### src/rtl/mem_access_unit.sv
// mem_access_unit: multi-cycle load/store unit for a word-only memory bus.
// Sub-word stores are done as read-modify-write; loads are sign/zero extended.
module mem_access_unit #(
  parameter int ADDR_WIDTH = 32
) (
  input  logic                  iClk,
  input  logic                  iRstN,
  input  logic                  iValid,
  input  logic [3:0]            iMemControl,
  input  logic [ADDR_WIDTH-1:0] iAddr,
  input  logic [31:0]           iWriteData,
  output logic                  oReady,
  output logic                  oDone,
  output logic [31:0]           oReadData,
  output logic                  oMisaligned,
  output logic                  oBusReq,
  output logic                  oBusWe,
  output logic [ADDR_WIDTH-1:0] oBusAddr,
  output logic [31:0]           oBusWData,
  input  logic                  iBusAck,
  input  logic [31:0]           iBusRData
);

  localparam logic [3:0] LW  = 4'b0000;
  localparam logic [3:0] LH  = 4'b0001;
  localparam logic [3:0] LB  = 4'b0010;
  localparam logic [3:0] LHU = 4'b0011;
  localparam logic [3:0] LBU = 4'b0100;
  localparam logic [3:0] SW  = 4'b0101;
  localparam logic [3:0] SH  = 4'b0110;
  localparam logic [3:0] SB  = 4'b0111;

  typedef enum logic [1:0] {IDLE, READ, WRITE, DONE} state_t;

  state_t      state, state_next;
  logic [3:0]  code;
  logic [1:0]  lane;
  logic [15:0] store_data;
  logic        accept;
  logic        req_none;
  logic        req_misaligned;
  logic        subword_store;
  logic [7:0]  byte_sel;
  logic [15:0] half_sel;
  logic [31:0] load_result;
  logic [31:0] merged;

  assign oReady        = (state == IDLE);
  assign accept        = iValid && (state == IDLE);
  assign req_none      = iMemControl[3];
  assign subword_store = (code == SH) || (code == SB);

  always_comb begin
    req_misaligned = 1'b0;
    case (iMemControl)
      LW, SW:      req_misaligned = (iAddr[1:0] != 2'b00);
      LH, LHU, SH: req_misaligned = iAddr[0];
      default:     req_misaligned = 1'b0;
    endcase
  end

  always_comb begin
    state_next = state;
    case (state)
      IDLE: begin
        if (accept) begin
          if (req_none || req_misaligned) state_next = DONE;
          else if (iMemControl == SW)     state_next = WRITE;
          else                            state_next = READ;
        end
      end
      READ:    if (iBusAck) state_next = subword_store ? WRITE : DONE;
      WRITE:   if (iBusAck) state_next = DONE;
      DONE:    state_next = IDLE;
      default: state_next = IDLE;
    endcase
  end

  always_comb begin
    byte_sel = 8'h00;
    case (lane)
      2'd0:    byte_sel = iBusRData[7:0];
      2'd1:    byte_sel = iBusRData[15:8];
      2'd2:    byte_sel = iBusRData[23:16];
      default: byte_sel = iBusRData[31:24];
    endcase
    half_sel = lane[1] ? iBusRData[31:16] : iBusRData[15:0];

    load_result = 32'h0;
    case (code)
      LW:      load_result = iBusRData;
      LH:      load_result = {{16{half_sel[15]}}, half_sel};
      LHU:     load_result = {16'h0, half_sel};
      LB:      load_result = {{24{byte_sel[7]}}, byte_sel};
      LBU:     load_result = {24'h0, byte_sel};
      default: load_result = 32'h0;
    endcase

    // Untouched lanes keep the value just read from memory.
    merged = iBusRData;
    if (code == SB) begin
      case (lane)
        2'd0:    merged[7:0]   = store_data[7:0];
        2'd1:    merged[15:8]  = store_data[7:0];
        2'd2:    merged[23:16] = store_data[7:0];
        default: merged[31:24] = store_data[7:0];
      endcase
    end else if (code == SH) begin
      if (lane[1]) merged[31:16] = store_data;
      else         merged[15:0]  = store_data;
    end
  end

  always_ff @(posedge iClk or negedge iRstN) begin
    if (!iRstN) begin
      state       <= IDLE;
      code        <= 4'b1000;
      lane        <= 2'b00;
      store_data  <= 16'h0;
      oDone       <= 1'b0;
      oMisaligned <= 1'b0;
      oBusReq     <= 1'b0;
      oBusWe      <= 1'b0;
      oReadData   <= 32'h0;
      oBusAddr    <= '0;
      oBusWData   <= 32'h0;
    end else begin
      state       <= state_next;
      oDone       <= (state_next == DONE);
      oMisaligned <= accept && !req_none && req_misaligned;
      oBusReq     <= (state_next == READ) || (state_next == WRITE);
      oBusWe      <= (state_next == WRITE);
      if (accept) begin
        code       <= iMemControl;
        lane       <= iAddr[1:0];
        store_data <= iWriteData[15:0];
        oBusAddr   <= {iAddr[ADDR_WIDTH-1:2], 2'b00};
        oBusWData  <= iWriteData;
        oReadData  <= 32'h0;
      end
      if ((state == READ) && iBusAck) begin
        if (subword_store) oBusWData <= merged;
        else               oReadData <= load_result;
      end
    end
  end

endmodule

### config.mk
export PLATFORM = sky130hd
export DESIGN_NAME = mem_access_unit
export DESIGN_NICKNAME = d
export VERILOG_FILES = /design/src/rtl/mem_access_unit.sv
export SDC_FILE = /design/constraint.sdc
export NUM_CORES = 1
export LEC_CHECK = 0
export CAP_MARGIN = 25
export CORE_MARGIN = 5
export CORE_UTILIZATION = 42
export DETAILED_ROUTE_END_ITERATION = 8
export GPL_TIMING_DRIVEN = 0
export PLACE_DENSITY_LB_ADDON = 0.15
export SLEW_MARGIN = 20
export SYNTH_ARGS = -nofsm -noshare
export SYNTH_HDL_FRONTEND = slang
export SYNTH_SLANG_ARGS = --single-unit
### constraint.sdc
create_clock -name iClk -period 1.7 [get_ports iClk]
set_clock_uncertainty 0.1 [all_clocks]
set_input_delay 0.255 -clock iClk [delete_from_list [all_inputs] [get_ports iClk]]
set_output_delay 0.255 -clock iClk [all_outputs]
set_load 0.05 [all_outputs]
# Word-level counts from Yosys, hierarchy flattened
# Cells that the tools add are included.
# word_totals
regBits	122
output_inout_bits	101
wordCells	70
# classes
eq_ne	18
muxes	25
n_reduce_logical	16
# ops
op	count
$mux 32	8
$pmux 32 s5	1
$mux 16	3
$mux 8	4
$pmux 8 s3	1
$eq 4x3->1 const B	5
$eq 4x2->1 const B	3
$eq 2x2->1 const B	5
$mux 2	5
$eq 4x1->1 const B	2
$logic_not 4->1	2
$pmux 2 s4	1
$eq 2x1->1 const B	3
$reduce_or 3->1	2
$logic_and 1x1->1	4
$logic_not 2->1	2
$logic_or 1x1->1	3
$pmux 1 s2	1
$reduce_bool 2->1	1
$reduce_or 2->1	1
$logic_not 1->1	1
$mux 1	1

# Longest topological paths before layout
# Gate-level depths: netlist (run 1).
# depth
depth_word	9
mapped_depth	7
mapped_depth_nobuf	5

# Least setup slack after synthesis (run 1)
# Ideal clock, no wire load.
# synth_timing
kind	reg2reg
startpoint	register state[0]
endpoint	register oBusWData[26]
setup_time_ps	138
t_arrival_ps	1588
slack_ps	-126
stages_incl_launch_ff	6
path_buffers	2
synth_period_minus_slack_ps	1826
path_cell_list	dfrtp_1 -> nor3b_1 -> buf_2 -> buf_1 -> mux2i_1 -> o22ai_1
# synth_via
elab_chain_cells	5
word_cells_on_any_way	7
# synth_rtl
item	line	rtl
from (decl)	35	state_t state, state_next;
from (signal assigned)	128	state <= state_next;
$logic_not 2->1	49	assign accept = iValid && (state == IDLE);
$logic_and 1x1->1	49	
$mux 32	133	if (accept) begin
$mux 32	142	if (subword_store) oBusWData <= merged;
$mux 32 *	141	if ((state == READ) && iBusAck) begin
to (signal assigned)	138	oBusWData <= iWriteData;
to (signal assigned)	142	
to (decl)	19	output logic [31:0] oBusWData,
# Every way passes the cells marked *; elsewhere a longest branch is shown, timed or not.
# A chain may end at the register's enable or synchronous reset.

# Final worst setup path (run 1)
# layout_timing
startpoint	register state[1]
endpoint	register oReadData[27]
# layout_via
elab_chain_cells	5
word_cells_on_any_way	7
# layout_rtl
item	line	rtl
$logic_not 2->1	49	
$logic_and 1x1->1	49	
$mux 32	133	
$mux 32	142	
$mux 32 *	141	
to (signal assigned)	143	else oReadData <= load_result;
to (decl)	14	output logic [31:0] oReadData,
# Marked as above.

==> impl_metrics.json, run 1 <==
{
  "syn_area_mm2": 0.00624,
  "antenna_found_initial": 0,
  "cts_tree": "yes",
  "switchingPower_mw": 10.5,
  "grt_max_degree": 73,
  "dieHeight_um": 132,
  "final_area_mm2": 0.0110,
  "cp_max_fo": 5,
  "relSlewSlack_pct": 52.2,
  "power_density_mw_per_mm2": 2130,
  "clkPwrFrac_pct": 17.2,
  "fp-row-count": 44,
  "grt_setup_unrepaired": "yes",
  "io_pins": 205,
  "fin_ws_ns": -0.227,
  "synth_warnings": 0,
  "cts-root-buf": "clkbuf_16",
  "worst_pin_slew_ns": 0.717,
  "diodes": 0,
  "r2r_start": "state[1]",
  "path_clk_slew_ns": 0.05,
  "die_x_um": 132,
  "io_buffers": 201,
  "grt.total_usage_pct": 26.0,
  "worstPathRequired_ns": 1.96,
  "core_area_mm2": 0.0145,
  "synth-main-ff-cell": "dfrtp_1",
  "final.fill_count": 952,
  "synth_top_area_cell": "dfrtp_1",
  "max_cap_violations": 0,
  "start_util_pct": 42.9,
  "numCtsBuffers": 17,
  "start_kind": "flip-flop",
  "cts-htree-levels": 4,
  "synth.top_cell.area_share_pct": 48.5,
  "clk_latency_ns": 0.43,
  "crit_type": "flip-flop to flip-flop",
  "routed-wl-met2_mm": 12.3,
  "synthArstFlopShare_pct": 100,
  "final.min_clock_period_ns": 1.93,
  "dr.pass1.iters": 5,
  "internal_power_mw": 12.9,
  "place.gp.congestion": 0.916,
  "final_cells": 1023,
  "synth_enable_flop_cells": 0,
  "finalSetupViolCount": 113,
  "synthDistinctLibCells": 46,
  "place_area_mm2": 0.00854,
  "combPwrFrac_pct": 60.0,
  "power_frac_seq_pct": 22.7,
  "dp_cells": 922,
  "routedWlPerCell_um": 24.7,
  "p_leak_nw": 4.93,
  "syn2layout_area_growth_pct": 76.2,
  "ys_ff_latch": 122,
  "syn-instance-count": 535,
  "met3RoutedLength_mm": 2.04,
  "vias": 6127,
  "drc": 0,
  "dieArea_mm2": 0.0174,
  "grt_pass1_wl_mm": 35.7,
  "vias_per_cell": 5.99,
  "total_power_mw": 23.4,
  "antenna_left": 0,
  "hp-class": "primary input to async pin",
  "ys_seq_area_share_pct": 48.9,
  "overflow": 0,
  "fmax_mhz": 519,
  "end_kind": "flip-flop",
  "dp_hpwl_mm": 15.6,
  "cts.path.max_buffers": 2,
  "violations": "negative setup slack",
  "drtIter0Drc": 461,
  "arrival_ns": 2.18,
  "worst_r2r_path_depth": 7,
  "drive_above_1_share_pct": 39.2,
  "drv_slew": 0,
  "grt_pass1_vias": 6161,
  "top_layer": "met4",
  "avgSynthCellArea_um2": 11.7,
  "final_hold_viol_count": 0,
  "status": "finished, violations left",
  "critPathLaunch": "state[1]",
  "yosys-top-cells-area": "dfrtp_1, mux2_2, mux2i_1",
  "switching_share_pct": 44.9,
  "wl_mm": 25.2,
  "min_period_over_period_pct": 113,
  "fin_nets": 932,
  "irDropWorstVdd_uv": 1520,
  "clock-sinks": 122,
  "m1WireLength_mm": 10.1
}
## flip-flops by register name, indices dropped and copies added (netlist names)
signal and cells:
oBusWData 32, oReadData 32, oBusAddr 30, store_data 16, code 4, lane 2
state 2, oBusReq 1, oBusWe 1, oDone 1, oMisaligned 1
## placed cells by master (no fill, tap or decap), types with 15 or more instances in the layout
cell,n
clkbuf_2,21
buf_6,43
dfrtp_1,117
clkdlybuf4s15_1,44
nand2_1,15
nor2b_1,17
o211ai_1,17
buf_4,31
buf_12,15
dlygate4sd2_1,38
mux2_4,57
o22ai_1,28
nor2_1,19
clkdlybuf4s50_1,100
mux2i_1,22
a221o_1,16
clkbuf_16,26
## cells in the mapped netlist, types with 2 or more instances
cell	n
dfrtp_1	121
mux2_2	69
o22ai_1	39
mux2i_1	33
nor2_1	23
clkbuf_1	21
a21oi_1	19
a211oi_1	18
nand2_1	18
nor2b_1	18
o211ai_1	17
a221o_1	16
a22oi_1	16
buf_2	16
inv_1	13
nand3b_1	10
a211o_1	9
a21o_1	7
mux4_2	7
buf_1	5
buf_4	4
nand2b_1	3
o21ai_0	3
or3_1	3
and4b_1	2
nand4b_1	2
nor3_1	2
o21a_1	2
xnor2_1	2
## repair_timing
action,in CTS,in global routing
buffers inserted,34,26
hold endpoints to repair,70,0
cloned,5,9
hold buffers,1,0
gates resized for setup,283,211
pin swaps,26,39
endpoints found under the setup margin,217,182
## cell families (layout without fill, tap and decap cells)
logic type | after synthesis | count (layout) | share of synthesized area (%)
AO/OA/AOI/OAI | 150 | 150 | 17.6
flip-flops | 122 | 122 | 48.9
multiplexers | 109 | 109 | 20.3
AND/OR/NAND/NOR | 90 | 90 | 8.38
buffers and inverters | 60 | 363 | 4.29
XOR/XNOR | 2 | 2 | 0.281
adder cells (fa/ha/maj) | 1 | 1 | 0.200
other | 1 | 2 | 0.0601
## through the flow
step           TNS [ns]  hold slack (ns)  util, %  setup slack [ns]
3_3_place_gp    -612.15            0.359     58.6             -4.37
3_5_place_dp     -86.26            0.221     58.8             -1.01
4_1_cts           -5.80            0.195     69.1            -0.145
6_report         -11.78            0.267     75.6            -0.227
5_1_grt          -17.11            0.281     75.6            -0.262
2_1_floorplan     -1.82           -0.141        -           -0.0636
## per-layer routing
layer  GRT usage, %  up-vias
li1               -     2612
met1           33.3     3123
met2           40.4      325
met3           8.51       67
met4           11.1        0
met5              0        -
## power by group through the flow
stage | clock, mW | sequential (mW) | combinational [mW]
after floorplan | 0 | 8.65 | 3.92
after global placement | 0 | 5.13 | 11.0
after detailed placement | 0 | 5.18 | 11.1
after CTS | 4.05 | 5.18 | 12.1
after global routing | 4.18 | 5.47 | 14.6
final | 4.04 | 5.33 | 14.1
## worst paths after layout
kind,to,slack (ns)
setup / recovery,oReadData[27],-0.23
hold reg to reg,oReadData[3],0.38
setup reg to reg,oReadData[27],-0.23
hold / removal,oBusAddr[31],0.27
min in group iClk,code[0],0.27
max in group asynchronous,store_data[0],0.52
## worst max-delay path, cell delays in order, from the launching register on
cell and delay (ns):
dfrtp_2 0.42, nand3b_4 0.19, or3_4 0.35, buf_6 0.15, a211oi_4 0.22, buf_6 0.17, buf_6 0.12, a221o_1 0.13
## layout make-up
cell class	count	area, µm²	share of cell area (%)
Multi-Input combinational cell	354	3680	33.5
Sequential cell	122	3060	27.8
Timing Repair Buffer	277	2820	25.7
Buffer	42	499	4.54
Clock buffer	20	457	4.15
Tap cell	184	230	2.09
Clock inverter	11	194	1.76
Inverter	13	48.8	0.444
(Power assumes the default switching activity.)
==> run 2: changes to the inputs <==
--- a/config.mk
+++ b/config.mk
@@ -15,3 +15,4 @@
 export SYNTH_ARGS = -nofsm -noshare
 export SYNTH_HDL_FRONTEND = slang
 export SYNTH_SLANG_ARGS = --single-unit
+export TNS_END_PERCENT = 10
==> run 2 against run 1 <==
Effect of this change:
- sequential share of layout area increased by 3.0 points
- critical path depth unchanged
- largest cell class unchanged
- worst setup slack improved by 0.018 ns
- the run still ends with negative setup slack left
- count of clock-buffer cells in the layout increased by 2
- non-clock buffer count decreased by 35
- final cell count decreased by 3.3%
==> impl_metrics.json, run 2 (synthesis gave the netlist of run 1 again) <==
{
  "total_power_mw": 20.9,
  "grt_setup_unrepaired": "yes",
  "drv_slew": 0,
  "io_buffers": 201,
  "rrSetupSlack_ns": -0.21,
  "grt_max_degree": 65,
  "vias": 5820,
  "vias_per_cell": 5.88,
  "overflow": 0,
  "cp.depth": 7,
  "worst_pin_slew_ns": 0.614,
  "worst_r2r_path_depth": 7,
  "antenna_found_initial": 0,
  "cts-root-buf": "clkbuf_16",
  "numCtsBuffers": 17,
  "max_cap_violations": 0,
  "arrival_ns": 2.11,
  "status": "finished, violations left",
  "drc": 0,
  "fmax_mhz": 524,
  "most-common-layout-cells": "dfrtp_1, clkdlybuf4s50_1, dlygate4sd2_1",
  "cts_tree": "yes",
  "final.min_clock_period_ns": 1.91,
  "start_kind": "flip-flop",
  "wl_mm": 22.4,
  "power_density_mw_per_mm2": 2110,
  "violations": "negative setup slack",
  "end_kind": "flip-flop",
  "cp_top_family": "compound AO/OA/AOI/OAI gates",
  "clock-sinks": 122,
  "place.gp.congestion": 0.939,
  "cpMaxStageDelayCell": "dfrtp_1",
  "preCtsSetupSlack_ns": -1.02,
  "dr.pass1.iters": 5,
  "path_cells": "buf_8, mux2i_4, a2bb2oi_4, a211oi_4, buf_6, buf_4, a221o_1",
  "r2r_start": "lane[0]",
  "crit_type": "flip-flop to flip-flop",
  "crit_buf_inv": 3,
  "drtIter0Drc": 501,
  "dp_hpwl_mm": 15.8,
  "grt.total_usage_pct": 25.2,
  "cp_max_fo": 5,
  "final_hold_viol_count": 0,
  "dieHeight_um": 132,
  "irDropWorstVdd_uv": 1320,
  "fin_nets": 897,
  "cts-htree-levels": 4,
  "worstPathRequired_ns": 1.90,
  "fin_ws_ns": -0.209,
  "antenna_left": 0,
  "p_leak_nw": 4.53,
  "syn2layout_area_growth_pct": 58.9,
  "clk_latency_ns": 0.42,
  "grt_pass1_wl_mm": 34.9,
  "grt_pass1_vias": 6112,
  "hp-class": "primary input to flip-flop",
  "start_util_pct": 42.9,
  "path_clk_slew_ns": 0.06,
  "final.fill_count": 1098,
  "r2r_end": "oReadData[18]",
  "fp-row-count": 44,
  "core_area_mm2": 0.0145,
  "critPathLaunch": "lane[0]",
  "routedWlPerCell_um": 22.7,
  "top_regs": "oBusWData: 32 flops, oReadData: 32 flops, oBusAddr: 30 flops",
  "final_common_cell": "dfrtp_1",
  "tns_ns": -9.99,
  "dieArea_mm2": 0.0174,
  "max_stage_delay_ns": 0.39,
  "relSlewSlack_pct": 59.1,
  "cts.path.max_buffers": 2,
  "finalSetupViolCount": 119,
  "diodes": 0,
  "die_x_um": 132,
  "critPathCapture": "oReadData[18]",
  "io_pins": 205,
  "min_period_over_period_pct": 112,
  "drive_above_1_share_pct": 28.9
}
==> run 2: cell types whose count changed in the layout (fill, tap and decap cells not counted), moves of 15 or more <==
| cell | previous run | this run |
|---|---|---|
| buf_6 | 43 | 18 |
| dlygate4sd2_1 | 38 | 94 |
| mux2_2 | 12 | 58 |
| mux2_4 | 57 | 11 |
| clkdlybuf4s15_1 | 44 | 4 |
| clkbuf_2 | 21 | 6 |
==> run 2: how the worst min path moves through the flow <==
stage / start / to / slack, ns / depth (start not counted)
2_1_floorplan: iRstN / code[0] / -0.14 / 0
3_3_place_gp: oReadData[1] / oReadData[1] / 0.36 / 1
3_5_place_dp: iRstN / oBusAddr[31] / 0.19 / 1
4_1_cts: iMemControl[0] / oMisaligned / 0.19 / 3
5_1_grt: iMemControl[0] / oMisaligned / 0.25 / 3
6_report: iMemControl[0] / oMisaligned / 0.21 / 3
==> run 2: timing repair <==
item,in CTS,in global routing
endpoints found under the setup margin,217,151
hold buffers,1,0
hold endpoints to repair,63,0
gates cloned,4,0
setup buffers,24,10
pin swaps,15,15
gates resized for setup,206,75
==> run 2: report_power, final <==
| group | leakage (nW) | internal, mW | switching (mW) |
|---|---|---|---|
| combinational | 2.72 | 4.52 | 7.32 |
| sequential | 1.51 | 4.28 | 0.922 |
| clock | 0.300 | 2.50 | 1.37 |
| total | 4.53 | 11.3 | 9.61 |
==> run 2: routing by layer <==
| layer | track usage, % | vias to the layer above | routed length (µm) |
|---|---|---|---|
| met3 | 8.24 | 51 | 1980 |
| met1 | 33.4 | 2878 | 9300 |
| li1 | - | 2559 | - |
| met4 | 9.14 | 0 | 646 |
| met2 | 38.7 | 332 | 10500 |
| met5 | 0 | - | 0 |
==> run 2: worst register-to-register path, delay by kind of cell, from the launching register on <==
kind | cells | cell delay [ns]
multiplexers | 1 | 0.28
flip-flops | 1 | 0.39
AO/OA/AOI/OAI | 3 | 0.60
buffers and inverters | 3 | 0.42
==> run 2: through the flow <==
stage	hold WS, ns	std cells	util (%)	area (µm²)
after floorplan	-0.141	536	-	6260
after global placement	0.359	921	58.5	8500
after detailed placement	0.185	922	58.7	8530
after CTS	0.188	980	65.8	9570
after global routing	0.251	989	68.2	9920
final	0.211	989	68.2	9920
==> run 2: cell type report <==
type	count	area, µm²	area share (%)
Multi-Input combinational cell	354	3190	32.2
Clock inverter	10	139	1.40
Tap cell	184	230	2.32
Sequential cell	122	3060	30.8
Buffer	43	468	4.72
Clock buffer	22	494	4.98
Timing Repair Buffer	241	2290	23.1
Inverter	13	48.8	0.492
